$ cat config.mk
export PLATFORM = sky130hd
export DESIGN_NAME = control_pipe
export DESIGN_NICKNAME = d
export VERILOG_FILES = /design/src/rtl/control_pipe.sv
export SDC_FILE = /design/constraint.sdc
export NUM_CORES = 1
export LEC_CHECK = 0
export BUFFER_PORTS_ARGS = -buffer_cell sky130_fd_sc_hd__buf_2
export CAP_MARGIN = 20
export CORE_MARGIN = 10
export CORE_UTILIZATION = 40
export DETAILED_ROUTE_END_ITERATION = 10
export PLACE_DENSITY = 0.73
export RECOVER_POWER = 25
export SYNTH_ARGS = -nofsm -noshare
export SYNTH_HDL_FRONTEND = slang
export SYNTH_SLANG_ARGS = --single-unit
$ cat constraint.sdc
create_clock -name clk -period 1.8 [get_ports clk]
set_input_delay 0.36 -clock clk [delete_from_list [all_inputs] [get_ports clk]]
set_output_delay 0.36 -clock clk [all_outputs]
set_load 0.01 [all_outputs]
$ cat src/rtl/control_pipe.sv
// Pipelined MIPS control: decodes opcode into EX/M/WB bundles carried through ID/EX, EX/MEM, MEM/WB.
// Optional ADDI decode is enabled by defining CONTROL_PIPE_ADDI_EN.
module control_pipe #(
    parameter int OPW = 6,
    parameter int CNT_W = 8,
    parameter logic [OPW-1:0] RTYPE_OP = 6'b000000,
    parameter logic [OPW-1:0] LW_OP = 6'b100011,
    parameter logic [OPW-1:0] SW_OP = 6'b101011,
    parameter logic [OPW-1:0] BEQ_OP = 6'b000100,
    parameter logic [OPW-1:0] NOP_OP = 6'b100000
) (
    input  logic             clk,
    input  logic             rst_n,
    input  logic [OPW-1:0]   opcode,
    input  logic             in_valid,
    input  logic             stall,
    input  logic             flush,
    output logic [3:0]       ex_ctl,
    output logic             ex_vld,
    output logic [2:0]       m_ctl,
    output logic             m_vld,
    output logic [1:0]       wb_ctl,
    output logic             wb_vld,
    output logic             illegal,
    output logic [CNT_W-1:0] err_cnt
);

`ifdef CONTROL_PIPE_ADDI_EN
    localparam logic [OPW-1:0] ADDI_OP = 6'b001000;
`endif

    logic [3:0] dec_ex;
    logic [2:0] dec_m;
    logic [1:0] dec_wb;
    logic       dec_legal;

    always_comb begin
        dec_ex    = 4'b0000;
        dec_m     = 3'b000;
        dec_wb    = 2'b00;
        dec_legal = 1'b1;
        unique case (1'b1)
            (opcode == RTYPE_OP): begin
                dec_ex = 4'b1100;
                dec_wb = 2'b10;
            end
            (opcode == LW_OP): begin
                dec_ex = 4'b0001;
                dec_m  = 3'b010;
                dec_wb = 2'b11;
            end
            (opcode == SW_OP): begin
                dec_ex = 4'b0001;
                dec_m  = 3'b001;
            end
            (opcode == BEQ_OP): begin
                dec_ex = 4'b0010;
                dec_m  = 3'b100;
            end
            (opcode == NOP_OP): begin
                dec_ex = 4'b0000;
            end
`ifdef CONTROL_PIPE_ADDI_EN
            (opcode == ADDI_OP): begin
                dec_ex = 4'b0001;
                dec_wb = 2'b10;
            end
`endif
            default: dec_legal = 1'b0;
        endcase
    end

    logic [3:0]       idex_ex_q, idex_ex_d;
    logic [2:0]       idex_m_q, idex_m_d;
    logic [1:0]       idex_wb_q, idex_wb_d;
    logic             idex_vld_q, idex_vld_d;
    logic [2:0]       exmem_m_q, exmem_m_d;
    logic [1:0]       exmem_wb_q, exmem_wb_d;
    logic             exmem_vld_q, exmem_vld_d;
    logic [1:0]       memwb_wb_q, memwb_wb_d;
    logic             memwb_vld_q, memwb_vld_d;
    logic             illegal_q, illegal_d;
    logic [CNT_W-1:0] err_cnt_q, err_cnt_d;
    logic             accept;

    // Only an instruction that would otherwise enter ID/EX can be flagged illegal.
    assign accept = in_valid && !flush && !stall;

    always_comb begin
        idex_ex_d   = 4'b0000;
        idex_m_d    = 3'b000;
        idex_wb_d   = 2'b00;
        idex_vld_d  = 1'b0;
        if (accept && dec_legal) begin
            idex_ex_d  = dec_ex;
            idex_m_d   = dec_m;
            idex_wb_d  = dec_wb;
            idex_vld_d = 1'b1;
        end
        exmem_m_d   = 3'b000;
        exmem_wb_d  = 2'b00;
        exmem_vld_d = 1'b0;
        if (!flush) begin
            exmem_m_d   = idex_m_q;
            exmem_wb_d  = idex_wb_q;
            exmem_vld_d = idex_vld_q;
        end
        memwb_wb_d  = exmem_wb_q;
        memwb_vld_d = exmem_vld_q;
        illegal_d   = accept && !dec_legal;
        err_cnt_d   = err_cnt_q;
        if (illegal_d && (err_cnt_q != {CNT_W{1'b1}})) begin
            err_cnt_d = err_cnt_q + {{(CNT_W-1){1'b0}}, 1'b1};
        end
    end

    always_ff @(posedge clk) begin
        if (!rst_n) begin
            idex_ex_q   <= '0;
            idex_m_q    <= '0;
            idex_wb_q   <= '0;
            idex_vld_q  <= 1'b0;
            exmem_m_q   <= '0;
            exmem_wb_q  <= '0;
            exmem_vld_q <= 1'b0;
            memwb_wb_q  <= '0;
            memwb_vld_q <= 1'b0;
            illegal_q   <= 1'b0;
            err_cnt_q   <= '0;
        end else begin
            idex_ex_q   <= idex_ex_d;
            idex_m_q    <= idex_m_d;
            idex_wb_q   <= idex_wb_d;
            idex_vld_q  <= idex_vld_d;
            exmem_m_q   <= exmem_m_d;
            exmem_wb_q  <= exmem_wb_d;
            exmem_vld_q <= exmem_vld_d;
            memwb_wb_q  <= memwb_wb_d;
            memwb_vld_q <= memwb_vld_d;
            illegal_q   <= illegal_d;
            err_cnt_q   <= err_cnt_d;
        end
    end

    assign ex_ctl  = idex_ex_q;
    assign ex_vld  = idex_vld_q;
    assign m_ctl   = exmem_m_q;
    assign m_vld   = exmem_vld_q;
    assign wb_ctl  = memwb_wb_q;
    assign wb_vld  = memwb_vld_q;
    assign illegal = illegal_q;
    assign err_cnt = err_cnt_q;

endmodule

==> results.md <==
Run status:
- The flow ran to the end, and the final reports show no timing, DRC or antenna violations.

Place:
- Detailed placement finished with a half-perimeter wire length of 1.57 mm.
- Routability-driven placement finished with a final weighted congestion of 0.737.
- The number of cells in the design after placement is 152.
- The count of input and output buffers is 31.

Finish:
- The most common library cell in the layout ignoring fill and taps is sky130_fd_sc_hd__buf_2.
- In the layout the commonest cells are sky130_fd_sc_hd__buf_2, sky130_fd_sc_hd__dfxtp_1, sky130_fd_sc_hd__and2_1.
- The number of diodes added for antenna fixing is 0.
- The area growth from synthesis to layout is 20.3%.
- At the end of the flow, the number of nets in the layout was 139.
- Cells with a size suffix above 1 make up 30.2% of the layout.
- The final cell count without fillers is 156.

Clock tree:
- The tree built by TritonCTS fans out to 26 sinks.
- Post-CTS timing repair inserted 0 buffers for setup.
- Counting the buffers created by CTS gives 3.
- The number of levels the H-tree was split into is 1.
- Clock tree synthesis selected as its root buffer the cell sky130_fd_sc_hd__clkbuf_4.
- TritonCTS built the clock tree.
- Gates resized during post-CTS repair numbered 0.
- The number of buffers on the longest clock path is 2.
- Clock-pin slew was measured on the worst setup and hold paths at 0.14 ns.
- For the worst-skew pair, the clock arrives at the later sink with an insertion delay of 0.31 ns.
- In this run, post-CTS hold repair placed 0 buffers.

Synthesis:
- The number of different library cells in the post-synthesis netlist is 32.
- In this run the biggest area consumer among cell types represents 52.2% of the synthesized area.
- By area the synthesized netlist is led by sky130_fd_sc_hd__dfxtp_1, sky130_fd_sc_hd__and2_1, sky130_fd_sc_hd__or4_1.
- In this run, synthesis inferred 0 flip-flops with an integrated enable.
- The number of nets handed over by synthesis was 107.
- A synthesized cell averages 10.5 sq um.
- The most used flip-flop cell after synthesis is sky130_fd_sc_hd__dfxtp_1.
- The post-synthesis cell type with the largest combined area is sky130_fd_sc_hd__dfxtp_1.
- Sequential elements use 52.2% of the synthesized area.
- The Yosys warning count is 0.
- The post-synthesis async set-or-reset flop share is 0%.
- The synthesized netlist cell count is 95.
- The synthesized flop and latch total is 26.
- The synthesized netlist occupies a cell area of 997 sq um.

Worst setup path:
- For this design, the slowest cell found on the critical path is sky130_fd_sc_hd__nor2_1.
- The endpoint identified for the worst register-to-register timing path is err_cnt[0]$_SDFFE_PN0P_.
- In this design, the stage delay of the slowest critical-path cell is 0.52 ns.
- Along the worst path, the maximum fanout reaches 11.
- At the worst endpoint, the required time is 2.05 ns.
- The kind of start point of the critical path is a register.
- Data on the critical path arrives at its endpoint at 1.93 ns.
- The nature of the critical path endpoint is a register.
- The register-to-register setup slack is 0.12 ns.
- By startpoint and endpoint, the worst setup path is classified as register to register.
- In this run the critical register-to-register path is launched from err_cnt[0]$_SDFFE_PN0P_.
- The worst reg2reg path depth is 5.
- Traced cell by cell, the critical path runs through ha_1 > nand3_1 > nor2_1 > o21ai_1 > a21oi_1.

Floorplan:
- For this design the top-level I/O count stands at 32.
- The floorplan step defined a die boundary enclosing 4890 sq um.
- The die extent in y is 69.9 microns.
- The region available for standard cell placement spans 2430 sq um.
- The die extent in x is 69.9 microns.
- The floorplan has 18 rows.
- The starting utilization of the core area is 41.0%.

Pwr:
- IR analysis of the VDD net gives a maximum drop of 0.388 mV.
- Dividing total power by cell area gives a power density of 852 nW/um^2.
- For this design the static power due to leakage is 0.519 nW.

Route:
- The count of nets left with antenna violations after detail routing is 0.
- After detailed routing, the number of remaining DRC violations is 0.
- The total length of routed wires is 1.99 mm.
- The first detailed-routing pass ran for 4 iterations.
- The routed length per instance is 12.7 microns.
- The first routing iteration left 22 violations.
- The detail-routed via count per cell is 5.03.
- The routed layout has 784 vias.

STA:
- Clock skew on the completed layout was measured at 0.00269 ns.
- The final clock period utilization by the worst path is 93.3%.
- The setup TNS is 0 ns.
- The maximum achievable frequency is 0.596 GHz.
- The relative slew slack is 56.4%.
- The number of hold-slack violations in the final timing report is 0.
- The number of endpoints failing setup at the final stage is 0.
- The number of max-slew violations in the final report was 0.
- The worst path in the final design needs a cycle of 1.68 ns, including I/O delays and setup.
- For the pin with the worst max-slew slack, the measured transition is 0.652 ns.
- Setup repair after global routing left no endpoint under its margin.

GRT:
- The total routing resource utilization after global routing is 8.11%.
- The sum of overflow across all layers after global routing is 0.
- The maximum number of pins on one net before global-route repair is 17.
- The initial antenna violation count is 0.
- The first-pass GRT wire length is 3.44 mm.
- The number of global-route vias before repair was 752.

Hold path:
- The class of the worst hold path is input port to register.
- The startpoint identified for the worst hold timing path is opcode[3].
- Along the worst hold path, the cell count comes to 2.
- The terminating pin of the worst hold path is idex_wb_q[0]$_SDFF_PN0_.

Job:
- The max-capacitance violation count is 0.
[Yosys cell counts, drive strengths merged (2+ instances only)]
| library cell | instances |
|---|---|
| o21ai | 2 |
| or3 | 3 |
| dfxtp | 26 |
| or4 | 4 |
| o31ai | 2 |
| nor4 | 3 |
| inv | 3 |
| nand2b | 3 |
| buf | 4 |
| a21oi | 5 |
| nor3 | 3 |
| and2 | 11 |
| o41ai | 2 |
| nand2 | 3 |
| nor2 | 5 |
| nand3 | 4 |
[layer usage]
layer	up-vias	part of all wire, %	wire [microns]	GRT usage (%)
met3	2	5.6	111	2.12
met4	0	1.4	27	3.95
met5	-	0	0	0
met1	361	44	870	8.86
met2	17	49	978	14.1
li1	404	-	-	-
[sequential cells by signal (all words and copies together), names as in the netlist, 2 cells and up]
register,cells
idex_m_q,2
wb_ctl,2
m_ctl,3
exmem_wb_q,2
idex_wb_q,2
ex_ctl,3
err_cnt,8
[final cells by class]
type | count | area [sq um]
fillers | 229 | 1230
inverters | 3 | 11.3
clock buffers | 3 | 22.5
well taps | 30 | 37.5
multi-input cells | 62 | 424
clock inverters | 1 | 30.0
repair buffers | 31 | 154
flip-flops and latches | 26 | 520
[stage by stage]
stage	hold slack [ns]	instance area, sq um	power [mW]	utilization, %	worst slack (ns)
2_1_floorplan	0.406	997	0.618	-	0.276
3_3_place_gp	0.409	1160	0.641	47.6	0.146
3_5_place_dp	0.414	1160	0.643	47.6	0.0891
4_1_cts	0.223	1210	1.03	49.8	0.103
5_1_grt	0.228	1200	1.06	49.3	0.00401
6_report	0.237	1200	1.02	49.3	0.121
[critical path, delay by kind of cell (launching register included)]
family          cells  cell delay (ns)
flops               1             0.41
fa+ha+maj           1             0.24
simple gates        2             0.62
compound gates      2             0.34
[worst max-delay path by stage]
stage	start	end	slack, ns	depth (start not counted)
floorplan	err_cnt[0]$_SDFFE_PN0P_	err_cnt[3]$_SDFFE_PN0P_	0.28	6
global placement	opcode[1]	err_cnt[6]$_SDFFE_PN0P_	0.15	5
detailed placement	opcode[1]	err_cnt[6]$_SDFFE_PN0P_	0.09	5
CTS	err_cnt[0]$_SDFFE_PN0P_	err_cnt[0]$_SDFFE_PN0P_	0.10	5
global route	err_cnt[0]$_SDFFE_PN0P_	err_cnt[0]$_SDFFE_PN0P_	0.004	5
finish	err_cnt[0]$_SDFFE_PN0P_	err_cnt[0]$_SDFFE_PN0P_	0.12	5
[where the power goes]
| group | internal (mW) | switching, mW | total [mW] |
|---|---|---|---|
| Combinational | 0.0188 | 0.0304 | 0.0492 |
| Sequential | 0.578 | 0.00172 | 0.580 |
| Clock | 0.225 | 0.168 | 0.393 |
| Total | 0.822 | 0.200 | 1.02 |
[logic make-up after synthesis]
logic type	count (synthesis)	share of synthesized area, %
simple gates	44	28.6
flops	26	52.2
mux	1	1.00
fa+ha+maj	1	1.25
buf+inv	7	4.26
compound gates	16	12.7
Note: power is estimated with default switching activity, not from simulation.
